===== src/rtl/turn_controller.sv =====
// Connect4 turn sequencer: validates column requests, issues one-cycle drop
// commands to the board datapath, waits for the board to change, then scores the move.
module turn_controller #(
  parameter int UPDATE_TIMEOUT = 4,
  parameter int NUM_COLS       = 7,
  parameter int NUM_CELLS      = 42
) (
  input  logic        clk,
  input  logic        reset,
  input  logic        start,
  input  logic        drop_req,
  input  logic [2:0]  col_in,
  input  logic [41:0] gameboard,
  input  logic        win_in,
  output logic [1:0]  sel_state,
  output logic [2:0]  sel_column,
  output logic [1:0]  current_player,
  output logic [5:0]  move_count,
  output logic        reject,
  output logic        fault,
  output logic        clear_board,
  output logic        game_over,
  output logic [1:0]  winner,
  output logic        draw
);

  typedef enum logic [2:0] {
    S_IDLE, S_WAIT_INPUT, S_ISSUE, S_WAIT_UPDATE, S_CHECK, S_GAME_OVER
  } state_e;

  localparam int              CNT_W    = (UPDATE_TIMEOUT > 1) ? $clog2(UPDATE_TIMEOUT) : 1;
  localparam logic [CNT_W-1:0] CNT_LAST = CNT_W'(UPDATE_TIMEOUT - 1);
  localparam logic [5:0]      MOVE_MAX = 6'(NUM_CELLS);
  localparam logic [1:0]      P1       = 2'b01;
  localparam logic [1:0]      P2       = 2'b10;

  state_e            state_q, state_d;
  logic [1:0]        player_q, player_d;
  logic [5:0]        move_count_q, move_count_d;
  logic [2:0]        col_q, col_d;
  logic [41:0]       snap_q, snap_d;
  logic [CNT_W-1:0]  cnt_q, cnt_d;
  logic [1:0]        winner_q, winner_d;
  logic              draw_q, draw_d;
  logic              reject_q, reject_d;
  logic              fault_q, fault_d;
  logic              clear_q, clear_d;
  logic              drop_prev_q, drop_prev_d;

  logic              drop_edge;
  logic [7:0]        top_row;
  logic              col_blocked;

  assign drop_edge   = drop_req & ~drop_prev_q;
  // Column 7 maps onto a permanently "full" slot, so one lookup covers both reject causes.
  assign top_row     = {1'b1, gameboard[NUM_CELLS-1 -: NUM_COLS]};
  assign col_blocked = top_row[col_in];

  always_comb begin
    // NOTE: every _d gets its hold value first so no branch can infer a latch.
    state_d      = state_q;
    player_d     = player_q;
    move_count_d = move_count_q;
    col_d        = col_q;
    snap_d       = snap_q;
    cnt_d        = cnt_q;
    winner_d     = winner_q;
    draw_d       = draw_q;
    reject_d     = 1'b0;
    fault_d      = 1'b0;
    clear_d      = 1'b0;
    drop_prev_d  = drop_req;

    case (state_q)
      S_IDLE, S_GAME_OVER: begin
        if (start) begin
          clear_d      = 1'b1;
          player_d     = P1;
          move_count_d = '0;
          winner_d     = 2'b00;
          draw_d       = 1'b0;
          state_d      = S_WAIT_INPUT;
        end
      end
      S_WAIT_INPUT: begin
        if (drop_edge) begin
          if (col_blocked) begin
            reject_d = 1'b1;
          end else begin
            col_d   = col_in;
            snap_d  = gameboard;
            state_d = S_ISSUE;
          end
        end
      end
      S_ISSUE: begin
        cnt_d   = '0;
        state_d = S_WAIT_UPDATE;
      end
      S_WAIT_UPDATE: begin
        if (gameboard != snap_q) begin
          move_count_d = move_count_q + 6'd1;
          state_d      = S_CHECK;
        end else if (cnt_q == CNT_LAST) begin
          fault_d = 1'b1;
          state_d = S_WAIT_INPUT;
        end else begin
          cnt_d = cnt_q + 1'b1;
        end
      end
      S_CHECK: begin
        if (win_in) begin
          winner_d = player_q;
          state_d  = S_GAME_OVER;
        end else if (move_count_q == MOVE_MAX) begin
          draw_d  = 1'b1;
          state_d = S_GAME_OVER;
        end else begin
          player_d = (player_q == P1) ? P2 : P1;
          state_d  = S_WAIT_INPUT;
        end
      end
      default: state_d = S_IDLE;
    endcase
  end

  always_ff @(posedge clk) begin
    // NOTE: sequential state uses non-blocking assignments only.
    if (reset) begin
      state_q      <= S_IDLE;
      player_q     <= 2'b00;
      move_count_q <= '0;
      col_q        <= '0;
      snap_q       <= '0;
      cnt_q        <= '0;
      winner_q     <= 2'b00;
      draw_q       <= 1'b0;
      reject_q     <= 1'b0;
      fault_q      <= 1'b0;
      clear_q      <= 1'b0;
      drop_prev_q  <= 1'b0;
    end else begin
      state_q      <= state_d;
      player_q     <= player_d;
      move_count_q <= move_count_d;
      col_q        <= col_d;
      snap_q       <= snap_d;
      cnt_q        <= cnt_d;
      winner_q     <= winner_d;
      draw_q       <= draw_d;
      reject_q     <= reject_d;
      fault_q      <= fault_d;
      clear_q      <= clear_d;
      drop_prev_q  <= drop_prev_d;
    end
  end

  assign sel_state      = (state_q == S_ISSUE) ? player_q : 2'b00;
  assign sel_column     = col_q;
  assign current_player = player_q;
  assign move_count     = move_count_q;
  assign reject         = reject_q;
  assign fault          = fault_q;
  assign clear_board    = clear_q;
  assign game_over      = (state_q == S_GAME_OVER);
  assign winner         = winner_q;
  assign draw           = draw_q;

endmodule


===== config.mk =====
export PLATFORM = sky130hd
export DESIGN_NAME = turn_controller
export DESIGN_NICKNAME = d
export VERILOG_FILES = /design/src/rtl/turn_controller.sv
export SDC_FILE = /design/constraint.sdc
export NUM_CORES = 1
export LEC_CHECK = 0
export BUFFER_PORTS_ARGS = -buffer_cell sky130_fd_sc_hd__buf_2
export CAP_MARGIN = 20
export CORE_MARGIN = 2
export CORE_UTILIZATION = 38
export DETAILED_ROUTE_END_ITERATION = 7
export PLACE_DENSITY = 0.59
export SYNTH_ARGS = -nofsm -noshare
export SYNTH_HDL_FRONTEND = slang
export SYNTH_SLANG_ARGS = --single-unit
export TNS_END_PERCENT = 1

===== constraint.sdc =====
create_clock -name clk -period 4.6 [get_ports clk]
set_input_delay 0.92 -clock clk [delete_from_list [all_inputs] [get_ports clk]]
set_output_delay 0.92 -clock clk [all_outputs]
set_load 0.01 [all_outputs]

==> results.tsv <==
stage	metric	value	unit
critical_path	required	4.85	ns
synthesis	yosysWarnings	0	
floorplanning	ios	70	
floorplanning	core-area	8130	um2
sta	tightest_slew	0.725	ns
critical_path	endpoint	cnt_q[0]	
critical_path	r2r-end	cnt_q[0]	
final_layout	regArea	1300	um2
synthesis	synth_commonest_cells	dfxtp_1 (65), nor2_1 (62), mux2i_1 (51)	
power	powerDensity	327	nW/um2
floorplanning	die_w	95.3	um
sta	fin_tns_setup	0	ns
placement	post-place-cells	491	
critical_path	crit_arrival	2.94	ns
power	p_leak	1.80	nW
clocking	cts_inserted_buffers	9	
clocking	ctsHtreeMaxLevel	3	
global_routing	grt_first_pass_wirelength	11.4	mm
final_layout	num-fill-cells	814	
critical_path	reg2reg_depth	6	
sta	finClkSkew	0.00647	ns
sta	rsz0062_at_grt	false	
synthesis	syn-num-nets	387	
clocking	cts-root-buf	clkbuf_8	
synthesis	ys_ff_latch	65	
synthesis	yosys.cell_count.top_type	dfxtp_1	
synthesis	ys.flop_type	dfxtp_1	
power	irDropWorstVdd	0.000199	V
synthesis	synthArstFlopShare	0	%
synthesis	yosysSeqAreaShare	41.0	%
clocking	cts_tree	built	
detailed_routing	drt-initial-drc-count	91	
final_layout	layoutNonFillerInstCount	506	
clocking	post-cts-setup-buffers	0	
sta	min_period	2.69	ns
floorplanning	die_y	95.3	um
detailed_routing	avgViaCountPerCell	4.93	
outcome	status	finished, final reports clean	
detailed_routing	first_pass_iters	4	
final_layout	multi_input_area	1740	um2
detailed_routing	ant_nets	0	
placement	dp_hpwl	4.98	mm
final_layout	num-nets-final	450	
critical_path	worstPathMaxFanout	13	
detailed_routing	vias	2496	
global_routing	grt_usage	16.3	%
clocking	clk_pin_slew	0.07	ns
sta	hold_violations	0	
sta	finalSetupViolations	0	
critical_path	cp-startpoint	gameboard[6]	
floorplanning	initial_core_util	39.0	%
global_routing	grt_max_degree	41	
synthesis	synthCells	334	
global_routing	antenna_found_initial	0	
detailed_routing	drc	0	
sta	slew_violations	0	
clocking	post_cts_resized	0	
job	max_cap_violations	0	
critical_path	regToRegSetupSlack	2.28	ns
sta	fmax	0.372	GHz
synthesis	synth-edff-count	0	
final_layout	drive_gt1_share	23.4	%
synthesis	ys_top_cells_by_area	dfxtp_1 (41%), mux2i_1 (16%), xnor2_1 (12%)	
synthesis	netlist_area	3170	um2
global_routing	first_global_vias	2416	
critical_path	crit_path_start_kind	input port	
clocking	cts.sinks	65	
floorplanning	row_count	33	
clocking	clockBufferDepth	2	
detailed_routing	wl_per_cell	13.4	um
clocking	hold_buffers	0	
placement	gp_congestion	0.742	
synthesis	avgSynthCellArea	9.49	um2
clocking	clkLatencyLatePin	0.34	ns
floorplanning	die-area	9090	um2
detailed_routing	wirelength	6.80	mm
min_path	hp-class	flop to flop	
placement	portBuffers	69	
synthesis	ys_types	41	
critical_path	r2r_start	snap_q[6]	
global_routing	grt_overflow	0	
final_layout	n_antenna_cell	0	
final_layout	area_growth	18.7	%
critical_path	critPathKind	input port to flop	
synthesis	synth_area_leader_cell	dfxtp_1	
critical_path	endpoint_kind	flop	
sta	relSlewSlack	51.7	%
sta	min_period_over_period	58.4	%
synthesis	yosysTopAreaCellShare	41.0	%
how the worst min path moves through the flow:
stage,slack (ns),depth (start not counted),end,startpoint
2_1_floorplan,0.48,2,reject,drop_prev_q
3_3_place_gp,0.47,2,draw,draw
3_5_place_dp,0.49,2,draw,draw
4_1_cts,0.50,2,draw,draw
5_1_grt,0.54,2,snap_q[14],snap_q[14]
6_report,0.50,2,draw,draw
power breakdown:
group	leakage [nW]	internal, mW	total, mW	switching, mW
sequential	0.526	0.577	0.588	0.0111
clock	0.112	0.306	0.515	0.210
combinational	1.16	0.0619	0.128	0.0664
final cells by class:
cell class	count	share of cell area, %
clock inverter	2	0.931
tap	105	3.49
multi-input combinational	246	46.3
sequential	65	34.6
inverter	4	0.399
timing repair buffer	71	9.57
clock buffer	13	4.75
cells by family (layout without fill, tap and decap cells):
| kind of cell | Yosys count | after routing | share of synthesized area (%) |
|---|---|---|---|
| adders and majority gates | 3 | 3 | 1.18 |
| muxes | 52 | 52 | 16.8 |
| xor gates and xnor gates | 43 | 43 | 11.9 |
| DFF | 65 | 65 | 41.0 |
| AOI/OAI and AO/OA | 25 | 25 | 5.21 |
| and+or+nand+nor | 123 | 123 | 19.8 |
| buffers and inverters | 23 | 90 | 4.02 |
flip-flops by register name, summed over array words and instances (netlist names):
name / flops
winner: 2
snap_q: 42
fault: 1
cnt_q: 2
reject: 1
move_count: 6
current_player: 2
sel_column: 3
state_q: 3
clear_board: 1
draw: 1
drop_prev_q: 1
layer usage:
metal  GRT usage, %  up-vias  share of wire, %
li1               -     1280                 -
met1           19.9     1144                44
met2           26.3       64                47
met3           6.72        8               7.5
met4           4.95        0               1.5
met5              0        -                 0
cells in the final DEF, fill, tap and decap left out, drive strengths merged, types with 3 or more instances in the layout:
cell    Yosys  final
a21oi       7      7
and2        6      6
and3        3      3
buf         8     71
clkbuf     11     13
dfxtp      65     65
ha          3      3
inv         4      4
mux2i      51     51
nand2       9      9
nand2b      4      4
nand3       5      5
nand4      12     12
nand4b      3      3
nor2       62     62
nor2b       4      4
nor3        5      5
o21ai       4      4
xnor2      42     42
worst max-delay path: stages:
cell,delay (ns)
buf_2,0.12
xnor2_1,0.23
nand4_1,0.13
nor3_1,0.43
nand3_2,0.37
or4_1,0.56
a31oi_1,0.18
metrics by stage:
step | util [%] | power [mW] | setup WS (ns) | hold slack, ns | cell area, um2
after floorplan | - | 0.684 | 2.19 | 0.476 | 3170
after global placement | 43.6 | 0.728 | 1.59 | 0.465 | 3550
after detailed placement | 43.6 | 0.730 | 1.56 | 0.488 | 3550
after CTS | 46.3 | 1.25 | 1.92 | 0.504 | 3760
after global routing | 46.3 | 1.29 | 1.74 | 0.544 | 3760
final | 46.3 | 1.23 | 1.91 | 0.500 | 3760
No activity file was read; power rests on OpenSTA's default activity.
